$ cat config.mk
export PLATFORM = sky130hd
export DESIGN_NAME = ds_fifo_rd_ctrl_flat
export DESIGN_NICKNAME = d
export VERILOG_FILES = /design/src/rtl/ds_fifo_rd_ctrl_if.sv /design/src/rtl/ds_fifo_rd_ctrl.sv /design/src/flat_wrapper.sv
export SDC_FILE = /design/constraint.sdc
export NUM_CORES = 1
export LEC_CHECK = 0
export BUFFER_PORTS_ARGS = -buffer_cell sky130_fd_sc_hd__buf_2
export CAP_MARGIN = 15
export CORE_ASPECT_RATIO = 0.8
export CORE_MARGIN = 5
export CORE_UTILIZATION = 50
export CTS_CLUSTER_DIAMETER = 40
export DETAILED_ROUTE_END_ITERATION = 8
export PLACE_DENSITY_LB_ADDON = 0.3
export SYNTH_ARGS = -nofsm -noshare
export SYNTH_HDL_FRONTEND = slang
export SYNTH_SLANG_ARGS = --single-unit
$ cat constraint.sdc
create_clock -name clk -period 2.35 [get_ports clk]
set_clock_uncertainty 0.1 [all_clocks]
set_input_delay 0.1175 -clock clk [delete_from_list [all_inputs] [get_ports clk]]
set_output_delay 0.1175 -clock clk [all_outputs]
set_load 0.01 [all_outputs]
$ cat src/rtl/ds_fifo_rd_ctrl_if.sv
// Bus between the downsampled-sample FIFO read port / NOISE_REDUCTION and the read sequencer.
// Ports: FIFO status and read data in (enable, rd_rst_busy, empty, rd_data_count, dout);
//        rd_en, sample stream, underrun status and state out. master = sequencer, slave = environment.
interface ds_fifo_rd_ctrl_if #(
  parameter int DW   = 12,
  parameter int CNTW = 10
);
  logic                   enable;
  logic                   rd_rst_busy;
  logic                   empty;
  logic [CNTW-1:0]        rd_data_count;
  logic [DW-1:0]          dout;
  logic                   rd_en;
  logic signed [DW-1:0]   data_out;
  logic                   data_valid;
  logic                   underrun;
  logic [15:0]            underrun_cnt;
  logic [1:0]             state;

  modport master (
    input  enable, rd_rst_busy, empty, rd_data_count, dout,
    output rd_en, data_out, data_valid, underrun, underrun_cnt, state
  );

  modport slave (
    output enable, rd_rst_busy, empty, rd_data_count, dout,
    input  rd_en, data_out, data_valid, underrun, underrun_cnt, state
  );
endinterface

$ cat src/rtl/ds_fifo_rd_ctrl.sv
// Read-side sequencer for the downsampled-sample FIFO (clk_ds domain): prime, stream, detect underrun.
// Latency: rd_en -> data_valid/data_out two edges; rd_en is combinational from state and FIFO flags.
// Backpressure: reads only while enabled, not empty and not in FIFO reset; sustained starve re-primes.
// Ports: clk, rst (async active-low), bus (ds_fifo_rd_ctrl_if.master) carrying all FIFO/stream signals.
module ds_fifo_rd_ctrl #(
  parameter int DW       = 12,
  parameter int CNTW     = 10,
  parameter int PREFILL  = 8,
  // 0 disables the starve re-prime; underruns are then only counted
  parameter int MISS_MAX = 4
) (
  input  logic                 clk,
  input  logic                 rst,
  ds_fifo_rd_ctrl_if.master    bus
);

  typedef enum logic [1:0] {
    IDLE   = 2'd0,
    PRIME  = 2'd1,
    STREAM = 2'd2,
    STARVE = 2'd3
  } state_e;

  state_e               state_q, state_d;
  logic [3:0]           miss_q, miss_d;
  logic                 rd_pend_q;
  logic                 data_valid_q;
  logic signed [DW-1:0] data_out_q;
  logic                 underrun_q;
  logic [15:0]          ucnt_q;
  logic                 run;
  logic                 miss_evt;
  logic                 rd_en;

  // enable=0 or FIFO reset overrides everything, including a simultaneous empty
  assign run      = bus.enable & ~bus.rd_rst_busy;
  assign rd_en    = (state_q == STREAM) & run & ~bus.empty;
  assign miss_evt = (state_q == STREAM) & run & bus.empty;

  always_comb begin
    state_d = state_q;
    miss_d  = miss_q;
    if (!run) begin
      state_d = IDLE;
      miss_d  = '0;
    end else begin
      case (state_q)
        IDLE:   state_d = PRIME;
        PRIME:  if (bus.rd_data_count >= CNTW'(PREFILL)) state_d = STREAM;
        STREAM: begin
          if (bus.empty) begin
            // saturate so a disabled starve limit cannot wrap the counter
            if (miss_q != 4'hF) miss_d = miss_q + 4'd1;
            if ((MISS_MAX != 0) && (miss_d == 4'(MISS_MAX))) state_d = STARVE;
          end else begin
            miss_d = '0;
          end
        end
        STARVE: begin
          miss_d  = '0;
          state_d = PRIME;
        end
        default: state_d = IDLE;
      endcase
    end
  end

  always_ff @(posedge clk or negedge rst) begin
    if (!rst) begin
      state_q <= IDLE;
      miss_q  <= '0;
    end else begin
      state_q <= state_d;
      miss_q  <= miss_d;
    end
  end

  // Read pipeline: a pending read always completes, even if the FSM has left STREAM
  always_ff @(posedge clk or negedge rst) begin
    if (!rst) begin
      rd_pend_q    <= 1'b0;
      data_valid_q <= 1'b0;
      data_out_q   <= '0;
    end else begin
      rd_pend_q    <= rd_en;
      data_valid_q <= rd_pend_q;
      if (rd_pend_q) data_out_q <= bus.dout;
    end
  end

  always_ff @(posedge clk or negedge rst) begin
    if (!rst) begin
      underrun_q <= 1'b0;
      ucnt_q     <= '0;
    end else begin
      underrun_q <= miss_evt;
      if (miss_evt && (ucnt_q != 16'hFFFF)) ucnt_q <= ucnt_q + 16'd1;
    end
  end

  assign bus.rd_en        = rd_en;
  assign bus.data_out     = data_out_q;
  assign bus.data_valid   = data_valid_q;
  assign bus.underrun     = underrun_q;
  assign bus.underrun_cnt = ucnt_q;
  assign bus.state        = state_q;

endmodule

$ cat src/flat_wrapper.sv
// flat-port wrapper written by rule: the top's interface ports become plain ports
module ds_fifo_rd_ctrl_flat 
#(
  parameter int DW       = 12,
  parameter int CNTW     = 10,
  parameter int PREFILL  = 8,
                                                                    
  parameter int MISS_MAX = 4
)
  (clk, rst, bus_enable, bus_rd_rst_busy, bus_empty, bus_rd_data_count, bus_dout, bus_rd_en, bus_data_out, bus_data_valid, bus_underrun, bus_underrun_cnt, bus_state);
  ds_fifo_rd_ctrl_if #(.DW(DW), .CNTW(CNTW)) bus_i ();
  input  logic clk;
  input  logic rst;
  input wire logic [$bits(bus_i.enable)-1:0] bus_enable;
  input wire logic [$bits(bus_i.rd_rst_busy)-1:0] bus_rd_rst_busy;
  input wire logic [$bits(bus_i.empty)-1:0] bus_empty;
  input wire logic [$bits(bus_i.rd_data_count)-1:0] bus_rd_data_count;
  input wire logic [$bits(bus_i.dout)-1:0] bus_dout;
  output wire logic [$bits(bus_i.rd_en)-1:0] bus_rd_en;
  output wire logic [$bits(bus_i.data_out)-1:0] bus_data_out;
  output wire logic [$bits(bus_i.data_valid)-1:0] bus_data_valid;
  output wire logic [$bits(bus_i.underrun)-1:0] bus_underrun;
  output wire logic [$bits(bus_i.underrun_cnt)-1:0] bus_underrun_cnt;
  output wire logic [$bits(bus_i.state)-1:0] bus_state;
  assign bus_i.enable = bus_enable;
  assign bus_i.rd_rst_busy = bus_rd_rst_busy;
  assign bus_i.empty = bus_empty;
  assign bus_i.rd_data_count = bus_rd_data_count;
  assign bus_i.dout = bus_dout;
  assign bus_rd_en = bus_i.rd_en;
  assign bus_data_out = bus_i.data_out;
  assign bus_data_valid = bus_i.data_valid;
  assign bus_underrun = bus_i.underrun;
  assign bus_underrun_cnt = bus_i.underrun_cnt;
  assign bus_state = bus_i.state;
  ds_fifo_rd_ctrl #(.DW(DW), .CNTW(CNTW), .PREFILL(PREFILL), .MISS_MAX(MISS_MAX)) u_core (.clk(clk), .rst(rst), .bus(bus_i));
endmodule
==> flow_summary.json <==
{
  "synth_area_per_cell_um2": 11.7,
  "rr_endpoint": "u_core.bus.underrun_cnt[15]$_DFFE_PN0P_",
  "slew_headroom_pct": 47.9,
  "num_rows": 19,
  "drt_iter0_drc": 82,
  "final_common_cell": "buf_2",
  "gp_congestion": 0.876,
  "grt_antenna_before_repair": 0,
  "grt.total_usage_pct": 17.7,
  "num_vias": 1457,
  "hpwl_um": 2800,
  "grt_pass1_wl_um": 7090,
  "final_cell_mix": "buf_2, dfrtp_1, mux2_2, dlygate4sd3_1, xor2_1",
  "num_io_pins": 60,
  "dp_worst_setup_slack_ps": 233,
  "min_period_over_period_pct": 90.8,
  "gr-total-overflow": 0,
  "fmax_ghz": 0.469,
  "clock_path_buffers": 2,
  "syn_area_um2": 1790,
  "insertion_delay_ps": 280,
  "grt_pass1_vias": 1468,
  "multiInputGateArea_um2": 825,
  "crit_fanout": 6,
  "seq_area_frac_synth_pct": 51.9,
  "cts_resized": 0,
  "tns_ps": 0,
  "total_power_mw": 1.39,
  "clock-sinks": 37,
  "startpoint_type": "register",
  "seq_area_um2": 926,
  "num_antenna_cells": 0,
  "slew_violations": 0,
  "stdcell_count": 271,
  "port_buffers": 56,
  "arrival_ps": 2210,
  "fin_ws_ps": 217,
  "crit_required_ps": 2420,
  "rsz0062_at_grt": "false",
  "start_util_pct": 51.8,
  "peakVddDrop_mv": 0.385,
  "cts_made_buffers": 5,
  "first_pass_iters": 4,
  "cts_tree": "built",
  "wl_per_cell_um": 14.7,
  "ff2ff_setup_slack_ps": 220,
  "power_density_nw_per_um2": 588,
  "ys_types": 36,
  "core_area_um2": 3450,
  "ys_top_cells_by_area": "dfrtp_1, mux2_2, xor2_1",
  "worstHoldStart": "bus_rd_rst_busy",
  "synthesis.nets": 186,
  "path_clk_slew_ps": 70,
  "fp.dieH_um": 63.5,
  "power.leakage_nw": 1.28,
  "finalHoldViolCount": 0,
  "dieArea_um2": 4870,
  "status": "finished, final reports clean",
  "r2r_start": "u_core.bus.state[0]$_DFFE_PN0P_",
  "cts_root_buf": "clkbuf_8",
  "final-setup-viol-count": 0,
  "htreeDepth": 2,
  "synthCells": 153,
  "r2r_cells": 6,
  "grt_max_degree": 38,
  "worst_slew_pin_slew_ps": 782,
  "cap_violations": 0,
  "hold_depth": 3,
  "routed_via_density": 5.38,
  "place_inst": 250,
  "crit_path_end_kind": "register",
  "path_class": "reg2reg",
  "synthDominantCellAreaShare_pct": 51.9,
  "drive_gt1_share_pct": 38.9,
  "die_w_um": 76.8,
  "synth_area_leader_cell": "dfrtp_1",
  "fillCellCount": 247,
  "fin_nets": 262,
  "min_path_type": "in2reg",
  "drc": 0,
  "min_to": "u_core.miss_q[2]$_DFFE_PN0P_",
  "drt-total-wl_um": 3990,
  "final_antenna_net_count": 0,
  "period_needed_ps": 2130,
  "ys_warn_count": 0,
  "area_growth_pct": 32.4,
  "synth-seq-cells": 37
}
where the power goes:
group	internal [mW]	switching, mW
combinational	0.0906	0.0760
sequential	0.676	0.0248
clock	0.308	0.215
registers in the layout (all words and copies together), names as in the netlist:
signal / cells
u_core.miss_q: 4
u_core.bus.underrun: 1
u_core.bus.data_out: 12
u_core.bus.underrun_cnt: 16
u_core.bus.data_valid: 1
u_core.bus.state: 2
u_core.rd_pend_q: 1
worst max-delay path by stage:
| stage | start | to | cells past startpoint |
|---|---|---|---|
| 6_report | u_core.bus.state[0]$_DFFE_PN0P_ | u_core.bus.underrun_cnt[15]$_DFFE_PN0P_ | 6 |
| 5_1_grt | u_core.bus.state[0]$_DFFE_PN0P_ | u_core.bus.underrun_cnt[15]$_DFFE_PN0P_ | 6 |
| 4_1_cts | u_core.bus.state[0]$_DFFE_PN0P_ | u_core.bus.underrun_cnt[15]$_DFFE_PN0P_ | 6 |
| 3_5_place_dp | u_core.bus.state[0]$_DFFE_PN0P_ | u_core.bus.underrun_cnt[15]$_DFFE_PN0P_ | 6 |
| 3_3_place_gp | u_core.bus.state[0]$_DFFE_PN0P_ | u_core.bus.underrun_cnt[15]$_DFFE_PN0P_ | 6 |
| 2_1_floorplan | u_core.bus.state[0]$_DFFE_PN0P_ | u_core.bus.underrun_cnt[15]$_DFFE_PN0P_ | 7 |
logic make-up (layout without fill, tap and decap cells):
| group | count (synthesis) | count (layout) | share of synthesized area, % |
|---|---|---|---|
| fa+ha+maj | 6 | 6 | 4.20 |
| buf+inv | 8 | 84 | 1.96 |
| mux | 17 | 17 | 10.6 |
| xor+xnor | 14 | 14 | 6.87 |
| simple gates | 60 | 60 | 20.9 |
| compound gates | 11 | 11 | 3.64 |
| flops | 37 | 37 | 51.9 |
synth_stat cells:
cell type  count
o31ai_1        1
nor4_1         2
nor4b_1        1
a21oi_1        4
or4b_2         2
nor3_1         2
buf_2          1
xor2_1        13
nand2_1       11
nand4_1        5
nor3b_1        5
and4_1         2
nor4_2         1
nor2b_1        1
a31oi_1        1
mux2i_1        2
nand2b_1       2
dfrtp_1       37
or3_1          1
nand3_1        8
and3_1         3
ha_1           6
and3b_1        1
or4_1          1
xnor2_1        1
nor3_2         4
a32o_1         1
mux2_2        15
o22ai_1        1
clkbuf_1       1
nor2_1         7
nand4b_2       1
inv_1          4
o21ai_0        3
buf_4          1
buf_1          1
metrics by stage:
stage / instance area, µm² / hold slack [ps] / util (%)
2_1_floorplan: 1790 / -278 / -
3_3_place_gp: 2120 / 131 / 61.5
3_5_place_dp: 2120 / 157 / 61.5
4_1_cts: 2360 / 48.9 / 68.6
5_1_grt: 2360 / 74.4 / 68.6
6_report: 2360 / 57.9 / 68.6
per-layer routing:
metal | track usage (%) | up-vias | routed length (µm)
met1 | 22.8 | 708 | 1770
met4 | 5.02 | 0 | 35
met5 | 0 | - | 0
met3 | 6.13 | 5 | 252
li1 | - | 702 | -
met2 | 28.3 | 42 | 1930
repair_timing:
action | in CTS | in global routing
endpoints found under the hold margin | 50 | 0
setup endpoints to repair | 0 | 0
buffers inserted | 0 | 0
hold buffers | 14 | 0
critical path, cell delays in order (launching register included):
cell and delay, ps:
dfrtp_1 430, inv_1 80, ha_1 230, nand4b_2 140
or3_1 520, nor2_1 180, mux2_2 340
layout make-up:
class | instances | share of cell area [%]
inverters | 4 | 0.635
clock inverters | 2 | 1.48
flip-flops and latches | 37 | 39.2
well taps | 42 | 2.22
repair buffers | 73 | 18.7
multi-input cells | 108 | 34.9
clock buffers | 5 | 2.91
(Power assumes the default switching activity.)
